`src/rtl/snes_pad_reader.sv`:
```
// SNES-style serial gamepad front end.
// Periodically latches the pad and clocks out 16 active-low bits. The frame is
// inverted so that 1 = pressed, then debounced across polls before it drives
// the per-key levels used by the joypad register block.
module snes_pad_reader #(
  parameter int CLK_DIV     = 200,      // fclk cycles per pad_clk half-period
  parameter int POLL_CYCLES = 1100000,  // fclk cycles between poll starts
  parameter int DEBOUNCE    = 2         // identical polls needed to update Keys
) (
  input  logic        fclk,
  input  logic        rst,
  output logic        pad_latch,
  output logic        pad_clk,
  input  logic        pad_data,
  output logic        KeyA,
  output logic        KeyB,
  output logic        KeySelect,
  output logic        KeyStart,
  output logic        KeyRight,
  output logic        KeyLeft,
  output logic        KeyUp,
  output logic        KeyDown,
  output logic        KeyR,
  output logic        KeyL,
  output logic        KeyX,
  output logic        KeyY,
  output logic [15:0] frame_raw,
  output logic        poll_done
);

  localparam int PW  = (POLL_CYCLES > 1) ? $clog2(POLL_CYCLES) : 1;
  localparam int PHW = $clog2(2 * CLK_DIV);
  localparam int DW  = (DEBOUNCE > 1) ? $clog2(DEBOUNCE + 1) : 1;

  localparam logic [PW-1:0]  POLL_LAST  = PW'(POLL_CYCLES - 1);
  localparam logic [PHW-1:0] LATCH_LAST = PHW'(2 * CLK_DIV - 1);
  localparam logic [PHW-1:0] HALF_LAST  = PHW'(CLK_DIV - 1);
  localparam logic [DW-1:0]  DB_MAX     = DW'(DEBOUNCE);

  typedef enum logic [2:0] {IDLE, LATCH, FIRST, LOW, HIGH, DONE} state_t;

  state_t         state, state_next;
  logic [PW-1:0]  poll_cnt;
  logic [PHW-1:0] phase, phase_next;
  logic [3:0]     bit_idx, bit_next;
  logic           poll_start;
  logic           sample;     // capture pad_data into the shift register
  logic           frame_end;  // 16th bit is on pad_data this cycle

  logic [14:0]    sr;
  logic [15:0]    frame_new;
  logic [11:0]    cand, cand_next, keys;
  logic [DW-1:0]  db_cnt, db_cnt_next;

  assign poll_start = (poll_cnt == POLL_LAST);

  // Next-state logic: each state lasts a whole number of CLK_DIV units.
  always_comb begin
    // NOTE: every signal gets a default before the case so no path leaves it
    // unassigned; a missing default here would infer a latch.
    state_next = state;
    phase_next = phase + PHW'(1);
    bit_next   = bit_idx;
    sample     = 1'b0;
    frame_end  = 1'b0;
    case (state)
      IDLE: begin
        phase_next = '0;
        bit_next   = 4'd0;
        if (poll_start) state_next = LATCH;
      end
      LATCH: begin
        if (phase == LATCH_LAST) begin
          state_next = FIRST;
          phase_next = '0;
        end
      end
      FIRST: begin
        if (phase == HALF_LAST) begin
          sample     = 1'b1;
          bit_next   = 4'd1;
          state_next = LOW;
          phase_next = '0;
        end
      end
      LOW: begin
        if (phase == HALF_LAST) begin
          state_next = HIGH;
          phase_next = '0;
        end
      end
      HIGH: begin
        if (phase == HALF_LAST) begin
          phase_next = '0;
          if (bit_idx == 4'd15) begin
            frame_end  = 1'b1;
            state_next = DONE;
          end else begin
            sample     = 1'b1;
            bit_next   = bit_idx + 4'd1;
            state_next = LOW;
          end
        end
      end
      DONE: begin
        phase_next = '0;
        state_next = IDLE;
      end
      default: begin
        phase_next = '0;
        state_next = IDLE;
      end
    endcase
  end

  // Debounce decision on the 12 key bits of the frame completing this cycle.
  always_comb begin
    frame_new = {pad_data, sr};
    if (~frame_new[11:0] == cand) begin
      cand_next   = cand;
      db_cnt_next = (db_cnt >= DB_MAX) ? DB_MAX : db_cnt + DW'(1);
    end else begin
      cand_next   = ~frame_new[11:0];
      db_cnt_next = DW'(1);
    end
  end

  // Sequencer registers; pad strobes are registered from the next state so
  // they are glitch-free and aligned with the state they belong to.
  always_ff @(posedge fclk or posedge rst) begin
    if (rst) begin
      state     <= IDLE;
      phase     <= '0;
      bit_idx   <= 4'd0;
      poll_cnt  <= POLL_LAST;  // first poll starts on the first edge after reset
      pad_latch <= 1'b0;
      pad_clk   <= 1'b1;
      poll_done <= 1'b0;
    end else begin
      // NOTE: non-blocking assignments so every register samples the values
      // from before this edge, independent of statement order.
      state     <= state_next;
      phase     <= phase_next;
      bit_idx   <= bit_next;
      poll_cnt  <= poll_start ? '0 : poll_cnt + PW'(1);
      pad_latch <= (state_next == LATCH);
      pad_clk   <= (state_next != LOW);
      poll_done <= (state_next == DONE);
    end
  end

  // Frame capture and debounced key levels; all published on the edge into DONE.
  // pad_data only moves in response to our own fclk-generated strobes and has
  // a full half-period to settle, so it is sampled directly.
  always_ff @(posedge fclk or posedge rst) begin
    if (rst) begin
      sr        <= '0;
      frame_raw <= '0;
      cand      <= '0;
      db_cnt    <= '0;
      keys      <= '0;
    end else begin
      if (sample) sr[bit_idx] <= pad_data;
      if (frame_end) begin
        frame_raw <= ~frame_new;
        cand      <= cand_next;
        db_cnt    <= db_cnt_next;
        if (db_cnt_next >= DB_MAX) keys <= cand_next;
      end
    end
  end

  // Serial index to key mapping.
  assign KeyB      = keys[0];
  assign KeyY      = keys[1];
  assign KeySelect = keys[2];
  assign KeyStart  = keys[3];
  assign KeyUp     = keys[4];
  assign KeyDown   = keys[5];
  assign KeyLeft   = keys[6];
  assign KeyRight  = keys[7];
  assign KeyA      = keys[8];
  assign KeyX      = keys[9];
  assign KeyL      = keys[10];
  assign KeyR      = keys[11];

endmodule

```
`config.mk`:
```
export PLATFORM = sky130hd
export DESIGN_NAME = snes_pad_reader
export DESIGN_NICKNAME = d
export VERILOG_FILES = /design/src/rtl/snes_pad_reader.sv
export SDC_FILE = /design/constraint.sdc
export NUM_CORES = 1
export LEC_CHECK = 0
export CORE_MARGIN = 8
export CORE_UTILIZATION = 45
export CTS_CLUSTER_DIAMETER = 60
export CTS_CLUSTER_SIZE = 30
export DETAILED_ROUTE_END_ITERATION = 10
export PLACE_DENSITY_LB_ADDON = 0.08
export SYNTH_ARGS = -nofsm -noshare
export SYNTH_HDL_FRONTEND = slang
export SYNTH_SLANG_ARGS = --single-unit
```
`constraint.sdc`:
```
create_clock -name fclk -period 4.64 [get_ports fclk]
set_input_delay 1.392 -clock fclk [delete_from_list [all_inputs] [get_ports fclk]]
set_output_delay 1.392 -clock fclk [all_outputs]
set_load 0.02 [all_outputs]
```
==> results.md <==
* Yosys warning total at 0
* CP peak stage delay at 0.72 ns
* Final Non-Filler Cells at 578
* Largest net degree at the start of global routing at 62
* Total Routing Usage GR at 0.1419
* Clock buffer depth at 2
* Num CTS Buffers at 9
* Sequential Power Share at 0.594
* Period utilization at 0.6292
* Synth Area in Simple Gates at 0.1880
* Area occupied by multi-input gates at 0.001913 mm2
* Cell count after synthesis at 413
* Post-layout instance area at 0.005106 mm2
* P&R area growth vs syn at 13.49%
* Initial core utilization at 0.4624
* Layout cells sized above 1 at 0.1416
* Setup TNS at 0 ns
* Synth Area in Adders at 0.01669
* CP Class: reg2reg
* CP max-delay cell: and4_1
* Cell count along the critical path at 5
* Flops & latches, synth at 97
* Sw Ratio at 0.2211
* WP buf/inv at 0
* Critical Path End Type: register
* Worst-path fanout max at 13
* Post-DP Area at 0.004911 mm2
* Most frequent cells in the layout: dfrtp_1, nand2_1, o21ai_0
* Initial DRC count at 132
* Die W at 116.0 um
* Cts repair resizes at 0
* Initial antenna violation count at 0
* First-pass GRT wire length at 15100 um
* Commonest non-fill, non-tap cell in the layout: dfrtp_1
* TritonRoute pass-1 iters at 4
* PwrDens at 283.3 mW/mm2
* Clock sink count at 97
* FF-to-FF path depth at 5
* Worst slew margin at 0.4542
* Final count of hold timing violations at 0
* Post-CTS Repair Setup Buffers at 0
* Number of vias per cell at 5.230
* Hold WC Path Type: reg2reg
* Fraction of registers with async set or reset after synthesis at 1.000
* Peak VDD IR at 0.1407 mV
* Leak at 2.085 nW
* Xor/xnor share of the synthesized area at 0.07008
* Clock tree from TritonCTS: yes
* Critical path data arrival time at 3.17 ns
* IO Pins at 34
* # placed instances at 562
* Largest family of logic cells by synthesized area: simple AND/OR/NAND/NOR gates
* Die area at 0.01345 mm2
* Fill count at 920
* Internal at 1.127 mW
* MaxCap Viol Count at 0
* Total number of vias at 3023
* H-tree depth at 3
* Comb pwr share at 0.024
* Detailed-route wire length per cell at 15.03 um
* Post-route minimum period at 2.919 ns
* Post-synth EDFFs at 0
* Mux contribution to synthesized area at 0.07898
* Routed wire length at 8686 um
* Reg area at 0.002442 mm2
* Antenna Violating Nets Remaining at 0
* Sw power at 0.3198 mW
* Fmax at 342.5 MHz
* Main synth FF type: dfrtp_1
* Final setup fails at 0
* Seq/Total Area, Yosys at 0.5428
* Compound-Gate Fraction of Synth Area at 0.07147
* CTS clock-pin slew for the worst setup and hold paths at 0.09 ns
* Total congestion overflow at 0
* RSZ-0062 raised after global routing: no
* Synth unique cells at 48
* DRC at 0
* CTS Hold Bufs at 0
* RePlAce Congestion at 0.8027
* CP top delay family: simple AND/OR/NAND/NOR gates
* CTS root buf: clkbuf_8
* Vias in the first global route at 2938
* Clock Latency Late Sink at 0.36 ns
* Fin nets at 449
* Core area at 0.009729 mm2
* Row cnt at 36
* Final Max Tran Viols at 0
* Worst-margin pin slew at 0.8157 ns
* Crit-path cells: or4b_1 > or2_1 > nor3_2 > and4_1 > mux2_2
* Syn Area/Cell at 10.89 um2
* Cell Area, Synth at 0.004499 mm2
* Status: complete, no violations
* Max Clock Skew at 0.01071 ns
* DIE HEIGHT at 116.0 um
* N_diodes at 0
* Worst Setup Start Kind: register
* Detailed Place HPWL at 6142 um
* Port buffer count at 33
* Required time worst endpoint at 4.89 ns
* Clock power share at 0.382
* WHS Path Cells at 1
* Syn nets at 422
==> final timing paths <==
check / from / end / slack (ns)
worst max-delay path: phase[4]$_DFF_PP0_ / keys[10]$_DFFE_PP0P_ / 1.72
worst min-delay path: sr[14]$_DFFE_PP0P_ / frame_raw[14]$_DFFE_PP0P_ / 0.47
worst max register to register: phase[4]$_DFF_PP0_ / keys[10]$_DFFE_PP0P_ / 1.72
worst min register to register: sr[14]$_DFFE_PP0P_ / frame_raw[14]$_DFFE_PP0P_ / 0.47
max in group asynchronous: rst / poll_cnt[3]$_DFF_PP1_ / 2.28
min in group asynchronous: rst / frame_raw[3]$_DFFE_PP0P_ / 1.52
==> registers in the layout (all words and copies together) (netlist names) <==
name,flops
bit_idx,4
cand,12
db_cnt,2
frame_raw,16
keys,12
pad_clk,1
pad_latch,1
phase,9
poll_cnt,21
poll_done,1
sr,15
state,3
==> worst register-to-register path: stages, from the launching register on <==
cell	delay, ns
dfrtp_1	0.43
or4b_1	0.63
or2_1	0.39
nor3_2	0.23
and4_1	0.72
mux2_2	0.41
==> cells by family (layout without fill, tap and decap cells) <==
kind of cell / Yosys count / count (layout)
and+or+nand+nor: 160 / 160
DFF: 97 / 97
AOI/OAI and AO/OA: 56 / 56
xor gates and xnor gates: 36 / 36
muxes: 29 / 29
buffers and inverters: 29 / 61
adders and majority gates: 6 / 6
==> through the flow <==
step | utilization | hold WS, ns | total power, mW | worst slack [ns]
after global placement | 0.5048 | 0.4479 | 0.9118 | 1.768
after global routing | 0.5248 | 0.4841 | 1.513 | 1.597
after floorplan | - | 0.4319 | 0.8980 | 0.7341
after detailed placement | 0.5048 | 0.4640 | 0.9128 | 1.725
final | 0.5248 | 0.4695 | 1.447 | 1.721
after CTS | 0.5248 | 0.4763 | 1.467 | 1.714
==> layout make-up <==
class                           instances  area share
Timing Repair Buffer                   36     0.06910
Clock buffer                           11     0.02769
Sequential cell                        97      0.4783
Multi-Input combinational cell        287      0.3747
Tap cell                              133     0.03259
Clock inverter                          5     0.01054
Inverter                                9    0.007106
==> power by group through the flow <==
| stage | Combinational, mW | Clock, mW | Sequential [mW] |
|---|---|---|---|
| after global placement | 0.0362 | 0 | 0.876 |
| after CTS | 0.0370 | 0.571 | 0.859 |
| after global routing | 0.0415 | 0.611 | 0.861 |
| after floorplan | 0.0250 | 0 | 0.873 |
| final | 0.0351 | 0.552 | 0.859 |
| after detailed placement | 0.0371 | 0 | 0.876 |
==> metal layers <==
layer / GRT usage / wire length, um
met1: 0.1827 / 4044
met2: 0.2285 / 4190
met3: 0.02553 / 320
met4: 0.06223 / 131
met5: 0 / 0
==> cell usage after synthesis (2+ instances only) <==
cell type  count  area [um2]
ha_1           6       75.07
buf_6          2       22.52
mux2_4         8       120.1
nand4_1        9       56.30
and2_1         4       25.02
nor3b_1        3       22.52
or3_1          3       18.77
nor4bb_1       2       20.02
nor2b_1        6       37.54
dfstp_2       12       315.3
buf_2          3       15.01
nand4b_1       5       43.79
clkbuf_1      14       52.55
nor4b_1        3       26.28
and4_1         3       26.28
nor4_1         9       56.30
dfrtp_1       85        2127
a211oi_1       2       15.01
inv_1          9       33.78
nor3_1         7       35.03
and3_1         7       43.79
xor2_1         8       70.07
o21ai_0       35       175.2
mux2_2        20       225.2
nand3_1       12       60.06
nand2_1       47       176.4
o31ai_1        3       22.52
xnor2_1       28       245.2
nor2_1        32       120.1
a211o_1        2       17.52
a21oi_1        7       35.03
Note: power is estimated with default switching activity, not from simulation.
